<file path="config.mk">
export PLATFORM = sky130hd
export DESIGN_NAME = serial_deshift_rx
export DESIGN_NICKNAME = d
export VERILOG_FILES = /design/src/rtl/serial_deshift_rx_pkg.sv /design/src/rtl/rx_hold_reg.sv /design/src/rtl/serial_deshift_rx.sv
export SDC_FILE = /design/constraint.sdc
export NUM_CORES = 1
export LEC_CHECK = 0
export CORE_MARGIN = 5
export CORE_UTILIZATION = 45
export CTS_CLUSTER_DIAMETER = 40
export DETAILED_ROUTE_END_ITERATION = 8
export DONT_BUFFER_PORTS = 1
export GPL_TIMING_DRIVEN = 0
export PLACE_DENSITY = 0.59
export SYNTH_ARGS = -nofsm -noshare
export SYNTH_HDL_FRONTEND = slang
export SYNTH_HIERARCHICAL = 1
export SYNTH_SLANG_ARGS = --single-unit
</file>
<file path="constraint.sdc">
create_clock -name clk -period 4.7 [get_ports clk]
set_input_delay 0.47 -clock clk [delete_from_list [all_inputs] [get_ports clk]]
set_output_delay 0.47 -clock clk [all_outputs]
set_load 0.005 [all_outputs]
</file>
<file path="src/rtl/serial_deshift_rx_pkg.sv">
// Shared definitions for the serial word link receiver: FSM state encoding and default word width.
package serial_deshift_rx_pkg;

    localparam int BITS_DEFAULT = 5;

    typedef enum logic [1:0] {
        ST_SYNC     = 2'd0,
        ST_DATA     = 2'd1,
        ST_WAIT_EOS = 2'd2
    } rx_state_e;

endpackage

</file>
<file path="src/rtl/rx_hold_reg.sv">
// One-word valid/ready holding register for received words. A word offered while the
// register is full and not being drained is dropped and reported with a one-cycle overrun pulse.
module rx_hold_reg
    import serial_deshift_rx_pkg::*;
#(
    parameter int W = BITS_DEFAULT
) (
    input  logic         clk,
    input  logic         rst,
    input  logic         load,
    input  logic [W-1:0] load_data,
    output logic [W-1:0] out_data,
    output logic         out_valid,
    input  logic         out_ready,
    output logic         overrun
);

    logic [W-1:0] data_q,    data_d;
    logic         valid_q,   valid_d;
    logic         overrun_q, overrun_d;

    // NOTE: every signal assigned in this block gets a default first, so no path leaves it unassigned and no latch is inferred.
    always_comb begin
        data_d    = data_q;
        valid_d   = valid_q;
        overrun_d = 1'b0;
        if (load) begin
            // A handshake in the same cycle frees the slot, so the new word replaces the old one.
            if (!valid_q || out_ready) begin
                data_d  = load_data;
                valid_d = 1'b1;
            end else begin
                overrun_d = 1'b1;
            end
        end else if (valid_q && out_ready) begin
            valid_d = 1'b0;
        end
    end

    always_ff @(posedge clk) begin
        if (rst) begin
            data_q    <= '0;
            valid_q   <= 1'b0;
            overrun_q <= 1'b0;
        end else begin
            data_q    <= data_d;
            valid_q   <= valid_d;
            overrun_q <= overrun_d;
        end
    end

    assign out_data  = data_q;
    assign out_valid = valid_q;
    assign overrun   = overrun_q;

endmodule

</file>
<file path="src/rtl/serial_deshift_rx.sv">
// Receive end of the single-wire serial word link: deserialises the LSB-first stream framed by
// eos_in, validates frame length and stop bit, and hands good words to a valid/ready holding register.
module serial_deshift_rx
    import serial_deshift_rx_pkg::*;
#(
    parameter int BITS          = BITS_DEFAULT,
    parameter bit SYNC_ON_RESET = 1'b1
) (
    input  logic            clk,
    input  logic            rst,
    input  logic            sdi,
    input  logic            eos_in,
    output logic [BITS-1:0] dout,
    output logic            dout_valid,
    input  logic            dout_ready,
    output logic            frame_err,
    output logic            overrun,
    output logic            synced
);

    localparam int              CNT_W       = $clog2(BITS);
    localparam logic [CNT_W-1:0] LAST_BIT   = CNT_W'(BITS - 1);
    localparam rx_state_e       RESET_STATE = SYNC_ON_RESET ? ST_DATA : ST_SYNC;

    rx_state_e       state_q,     state_d;
    logic [BITS-1:0] shreg_q,     shreg_d;
    logic [CNT_W-1:0] bit_cnt_q,  bit_cnt_d;
    logic            frame_err_q, frame_err_d;
    logic            deliver;

    always_comb begin
        state_d     = state_q;
        shreg_d     = shreg_q;
        bit_cnt_d   = bit_cnt_q;
        frame_err_d = 1'b0;
        deliver     = 1'b0;

        case (state_q)
            ST_SYNC: begin
                if (eos_in) begin
                    state_d   = ST_DATA;
                    bit_cnt_d = '0;
                end
            end

            ST_DATA: begin
                if (eos_in) begin
                    // Stop strobe before the word is complete: short frame.
                    frame_err_d = 1'b1;
                    bit_cnt_d   = '0;
                end else begin
                    shreg_d[bit_cnt_q] = sdi;
                    if (bit_cnt_q == LAST_BIT) begin
                        state_d = ST_WAIT_EOS;
                    end else begin
                        bit_cnt_d = bit_cnt_q + CNT_W'(1);
                    end
                end
            end

            ST_WAIT_EOS: begin
                bit_cnt_d = '0;
                if (eos_in) begin
                    state_d = ST_DATA;
                    if (sdi == shreg_q[BITS-1]) begin
                        deliver = 1'b1;
                    end else begin
                        frame_err_d = 1'b1;
                    end
                end else begin
                    // No stop strobe where one was due: framing is lost until the next eos.
                    frame_err_d = 1'b1;
                    state_d     = ST_SYNC;
                end
            end

            default: begin
                state_d   = ST_SYNC;
                bit_cnt_d = '0;
            end
        endcase
    end

    // NOTE: sequential state uses non-blocking assignments so every flop samples pre-edge values regardless of statement order.
    always_ff @(posedge clk) begin
        if (rst) begin
            state_q     <= RESET_STATE;
            // NOTE: the shift register is reset like any other flop; its contents reach dout, so it must come up known.
            shreg_q     <= '0;
            bit_cnt_q   <= '0;
            frame_err_q <= 1'b0;
        end else begin
            state_q     <= state_d;
            shreg_q     <= shreg_d;
            bit_cnt_q   <= bit_cnt_d;
            frame_err_q <= frame_err_d;
        end
    end

    rx_hold_reg #(
        .W (BITS)
    ) u_hold (
        .clk       (clk),
        .rst       (rst),
        .load      (deliver),
        .load_data (shreg_q),
        .out_data  (dout),
        .out_valid (dout_valid),
        .out_ready (dout_ready),
        .overrun   (overrun)
    );

    assign frame_err = frame_err_q;
    assign synced    = (state_q != ST_SYNC);

endmodule

</file>
==> flow_summary.yaml, run 1 <==
status:
  status: "completed"
timing:
  finalSetupViolations: 0
  setup_tns_ps: 0
  fmax_mhz: 575
  post-route-period-util: 0.370
  worstMarginPinSlew_ps: 336
  relSlewSlack: 0.776
  clock_skew_ps: 11.9
  grt_setup_unrepaired: "false"
  finalMaxSlewViolations: 0
  fin_crit_ps: 1740
  hold_violations: 0
power:
  p_int_uw: 227
  p_leak_nw: 0.394
  share_comb_of_total_power: 0.231
  power_density_nw_per_um2: 331
  switching_share: 0.303
  p_clk_frac: 0.236
  p_switching_uw: 98.5
  p_seq_frac: 0.533
  max-vdd-ir-drop_uv: 193
route:
  vias_per_cell: 5.37
  ant_nets: 0
  drc: 0
  drt-pass1-iter-count: 5
  drt-initial-drc-count: 8
  wl_per_cell_um: 13.6
  wirelength_um: 1700
  num_vias: 671
die:
  ios: 14
  num_rows: 16
  fp.dieH_um: 55.4
  fp.dieW_um: 55.4
  die-area_um2: 3070
  initial_utilization: 0.473
  core_um2: 1960
clock_network:
  cts_tree: "built"
  cts_resized: 0
  clk_pin_slew_ps: 100
  post_cts_buffers: 0
  cts_root_buf: "clkbuf_4"
  cts_num_sinks: 18
  cts_buffer_depth: 2
  htreeDepth: 1
  cts_hold_buf: 0
  cts_buffers: 3
  insertion_delay_ps: 300
finish:
  regArea_um2: 360
  fin_util: 0.501
  multiInputGateArea_um2: 528
  syn_to_final_growth_pct: 6.07
  final_nets: 112
  fillers: 214
  drive_above_1_share: 0.122
  final_cell_area_um2: 983
  diodes: 0
synth:
  synth_area_leaders: "dfxtp_1 39%, mux2i_1 12%, ha_1 9.4%"
  ys_types: 33
  synth_largest_area_cell: "dfxtp_1"
  yosys.area.top_type_share: 0.389
  synthArstFlopShare: 0
  syn-mean-instance-area_um2: 9.76
  synth-main-ff-cell: "dfxtp_1"
  synth_cells: 95
  yosysWarningCount: 6
  synth_area_um2: 927
  ys_seq_area_frac: 0.389
  synth-edff-count: 0
  syn_nets: 107
  synth_seq_cells: 18
global_routing:
  grt_pass1_vias: 625
  grtUsageTotal: 0.119
  grt_first_pass_wirelength_um: 2900
  antenna_found_initial: 0
  globalRouteOverflowTotal: 0
  grt_start_max_net_pins: 11
placed_design:
  place_hpwl_um: 1230
  io_buffers: 0
  place_area_um2: 961
  gp_congestion: 0.854
min_path:
  hold_class: "in2reg"
critical_path:
  critPathLaunchType: "flop"
  critPathArrivalTime_ps: 1270
  cp-end-kind: "output port"
  crit_type: "reg2out"
  cp.required_ps: 4230
  critPathMaxFanout: 6
flow_run:
  maxCapViolCount: 0
==> kinds of logic (layout without fill, tap and decap cells) <==
kind of cell,count (synthesis),count (layout),share of synthesized area
XOR/XNOR,1,1,0.00945
adder cells (fa/ha/maj),7,7,0.0945
flip-flops,18,18,0.389
buffers and inverters,9,12,0.0418
multiplexers,11,11,0.119
AND/OR/NAND/NOR,38,38,0.252
AO/OA/AOI/OAI,11,11,0.0945
==> through the flow <==
| step | total power [mW] | instances | hold WS [ps] | setup slack [ps] |
|---|---|---|---|---|
| 2_1_floorplan | 0.236 | 95 | 435 | 3170 |
| 3_3_place_gp | 0.249 | 122 | 450 | 3070 |
| 3_5_place_dp | 0.252 | 122 | 454 | 3030 |
| 4_1_cts | 0.331 | 125 | 212 | 2950 |
| 5_1_grt | 0.348 | 125 | 200 | 2860 |
| 6_report | 0.325 | 125 | 230 | 2960 |
==> cells in the final DEF, fill, tap and decap left out, drive strengths merged, types with 2 or more instances in the layout <==
cell,synthesis,routed
a21boi,2,2
a211o,2,2
mux2i,11,11
nor4,4,4
inv,6,6
clkbuf,1,4
or4,2,2
dfxtp,18,18
nand2b,11,11
a21oi,3,3
nor2,2,2
nand2,9,9
and3,2,2
ha,7,7
==> metal layers <==
| layer | vias up | share of wire | global-route usage | routed length [um] |
|---|---|---|---|---|
| li1 | 345 | - | - | - |
| met5 | - | 0 | 0 | 0 |
| met4 | 0 | 0.021 | 0.0833 | 36 |
| met3 | 4 | 0.039 | 0.0303 | 66 |
| met2 | 13 | 0.43 | 0.159 | 731 |
| met1 | 309 | 0.51 | 0.164 | 866 |
==> state kept, by name, indices dropped and copies added (netlist names) <==
register          count
state_q               2
shreg_q               5
u_hold/out_valid      1
frame_err             1
bit_cnt_q             3
u_hold/overrun        1
u_hold/out_data       5
==> path summary, 6_finish.rpt <==
check,startpoint,to,slack [ps],cells past startpoint
hold reg to reg,shreg_q[2],shreg_q[2],460,2
setup / recovery,state_q[0],synced,2960,3
setup reg to reg,state_q[1],state_q[0],3030,5
hold / removal,eos_in,bit_cnt_q[1],230,1
==> Yosys cell counts (all sizes together), types with 2 or more instances <==
| cell type | instances |
|---|---|
| ha | 7 |
| a211o | 2 |
| dfxtp | 18 |
| nand2 | 9 |
| inv | 6 |
| nand2b | 11 |
| a21boi | 2 |
| or4 | 2 |
| nor4 | 4 |
| nor2 | 2 |
| mux2i | 11 |
| a21oi | 3 |
| and3 | 2 |
==> power groups by stage <==
stage	Clock, mW	Combinational, mW	Sequential, mW
2_1_floorplan	0	0.0623	0.174
3_3_place_gp	0	0.0724	0.176
3_5_place_dp	0	0.0749	0.177
4_1_cts	0.0821	0.0754	0.173
5_1_grt	0.0878	0.0862	0.174
6_report	0.0767	0.0752	0.173
==> worst max-delay path, stage by stage (launching register included) <==
cell and delay, ps:
dfxtp_1 430, inv_1 90, ha_1 280, inv_1 170
==> cell type report <==
type	count	share of cell area
plain buffers	2	0.0127
clock buffers	3	0.0229
inverters	7	0.0267
multi-input cells	68	0.537
flip-flops and latches	18	0.366
well taps	27	0.0344
(Power assumes the default switching activity.)
==> run 2, diff against run 1 <==
- ABC_AREA: default -> 1
- PLACE_DENSITY: 0.59 -> 0.61
- clock period: 4.7 -> 1.6 ns (I/O delays scaled with it)
==> run 2 against run 1 <==
Effect of this change: final area increased by 14%; wire length increased by 4.1%; register-to-register slack got worse by 2800 ps.
==> flow_summary.yaml, run 2 <==
status:
  status: "completed"
synth:
  synth_largest_area_cell: "dfxtp_1"
  yosysMostFrequentCell: "nand2_1"
  synth-main-ff-cell: "dfxtp_1"
  synth-edff-count: 0
  synth_cells: 139
  yosysWarningCount: 6
  synthArstFlopShare: 0
  synth_area_um2: 1030
  syn_nets: 151
  netlist_top_cells_count: "37 x nand2_1, 18 x dfxtp_1, 13 x inv_1, 13 x nor2_1, 11 x nand3_1"
  synth_seq_cells: 18
  yosys.area.top_type_share: 0.350
  ys_seq_area_frac: 0.350
  syn-mean-instance-area_um2: 7.41
  ys_types: 20
  synth_area_leaders: "dfxtp_1 35%, nand2_1 13%, ha_1 8.5%"
clock_network:
  htreeDepth: 1
  cts_buffer_depth: 2
  cts_resized: 0
  cts_buffers: 3
  clk_pin_slew_ps: 110
  cts_root_buf: "clkbuf_4"
  insertion_delay_ps: 290
  cts_num_sinks: 18
  cts_tree: "built"
critical_path:
  cpMaxStageDelayCell: "dfxtp_1"
  crit_type: "reg2reg"
  critPathTopFamily: "simple AND/OR/NAND/NOR gates"
  critPathArrivalTime_ps: 1590
  critPathMaxStageDelay_ps: 340
  critPathLaunchType: "flop"
  cp-end-kind: "flop"
  crit_top_cell: "nand2_1"
  cp_num_buf_inv: 2
  cp.required_ps: 1800
  rrSetupSlack_ps: 210
  reg2reg_depth: 9
  critPathMaxFanout: 6
  path_depth: 9
  crit_chain: "inv_1 -> ha_1 -> inv_2 -> nor2_4 -> nand2_2 -> nor2_2 -> nand2_1 -> nand2_1 -> nor2_1"
min_path:
  hold_depth: 2
  hold_class: "in2reg"
placed_design:
  pre_cts_ws_ps: 202
  io_buffers: 0
  place_inst: 167
  gp_congestion: 0.808
  place_hpwl_um: 1340
route:
  wl_per_cell_um: 10.2
  ant_nets: 0
  drt-initial-drc-count: 13
  num_vias: 810
  wirelength_um: 1770
  vias_per_cell: 4.68
  drc: 0
  drt-pass1-iter-count: 4
die:
  num_rows: 17
  core_um2: 2190
  fp.dieW_um: 57.8
  die-area_um2: 3340
  ios: 14
  initial_utilization: 0.470
  fp.dieH_um: 57.8
timing:
  hold_violations: 0
  worst_hold_slack_ps: 17.5
  worstMarginPinSlew_ps: 274
  post-route-period-util: 0.870
  clock_skew_ps: 1.93
  setup_tns_ps: 0
  fmax_mhz: 719
  setup_ws_ps: 208
  finalMaxSlewViolations: 0
  grt_setup_unrepaired: "false"
  fin_crit_ps: 1390
  relSlewSlack: 0.817
  finalSetupViolations: 0
power:
  p_leak_nw: 0.478
  p_seq_frac: 0.433
  p_switching_uw: 480
  switching_share: 0.370
  share_comb_of_total_power: 0.349
  power_density_nw_per_um2: 1160
  max-vdd-ir-drop_uv: 676
  p_clk_frac: 0.218
  p_int_uw: 817
finish:
  syn_to_final_growth_pct: 8.87
  final_cell_mix: "37 x nand2_1, 18 x dfxtp_1, 13 x inv_1, 13 x nor2_1, 11 x nand3_1"
  diodes: 0
  drive_above_1_share: 0.241
  fin_cells: 173
  final_nets: 158
  mostFrequentLayoutCell: "nand2_1"
  fin_util: 0.512
flow_run:
  maxCapViolCount: 0
global_routing:
  antenna_found_initial: 0
  grt_first_pass_wirelength_um: 3110
  globalRouteOverflowTotal: 0
  grtUsageTotal: 0.117
  grt_start_max_net_pins: 11
  grt_pass1_vias: 723
[run 2: worst register-to-register path: cells and delay by family, from the launching register on]
family	cells	cell delay [ps]
and+or+nand+nor	6	500
DFF	1	340
adders and majority gates	1	270
buffers and inverters	2	190
[run 2: power groups by stage]
stage	Sequential (mW)	Clock [mW]	Combinational [mW]
after floorplan	0.560	0	0.390
after global placement	0.571	0	0.443
after detailed placement	0.573	0	0.452
after CTS	0.563	0.296	0.458
after global routing	0.570	0.315	0.526
final	0.561	0.283	0.453
[run 2: area by class of cell]
| class | instances | area, um^2 |
|---|---|---|
| multi-input combinational | 99 | 558 |
| clock buffer | 4 | 36.3 |
| buffer | 2 | 22.5 |
| sequential | 18 | 360 |
| fill | 222 | 1070 |
| inverter | 20 | 88.8 |
| timing repair buffer | 2 | 20.0 |
| tap | 28 | 35.0 |
[run 2: cell families (layout without fill, tap and decap cells)]
| logic type | after synthesis | in the layout | synth area share |
|---|---|---|---|
| DFF | 18 | 18 | 0.350 |
| adders and majority gates | 7 | 7 | 0.0851 |
| AOI/OAI and AO/OA | 13 | 13 | 0.0814 |
| and+or+nand+nor | 79 | 79 | 0.375 |
| buffers and inverters | 22 | 28 | 0.108 |
[run 2: path summary, 6_finish.rpt]
kind | end | start
min | shreg_q[0] | sdi
max reg2reg | shreg_q[2] | state_q[1]
min reg2reg | shreg_q[0] | shreg_q[0]
max | shreg_q[2] | state_q[1]
[run 2: repair_timing]
item                      in CTS  in global routing
setup buffers                  0                  0
hold endpoints to repair       6                  0
hold buffers                   2                  0
[run 2: metal layers]
metal / global-route usage / share of wire
met4: 0.0497 / 0.016
met5: 0 / 0
met1: 0.137 / 0.46
met2: 0.197 / 0.47
met3: 0.0356 / 0.058
[run 2: per-stage QoR]
stage	power [mW]	cell area [um^2]
2_1_floorplan	0.949	1030
3_3_place_gp	1.01	1060
3_5_place_dp	1.02	1060
4_1_cts	1.32	1120
5_1_grt	1.41	1120
6_report	1.30	1120
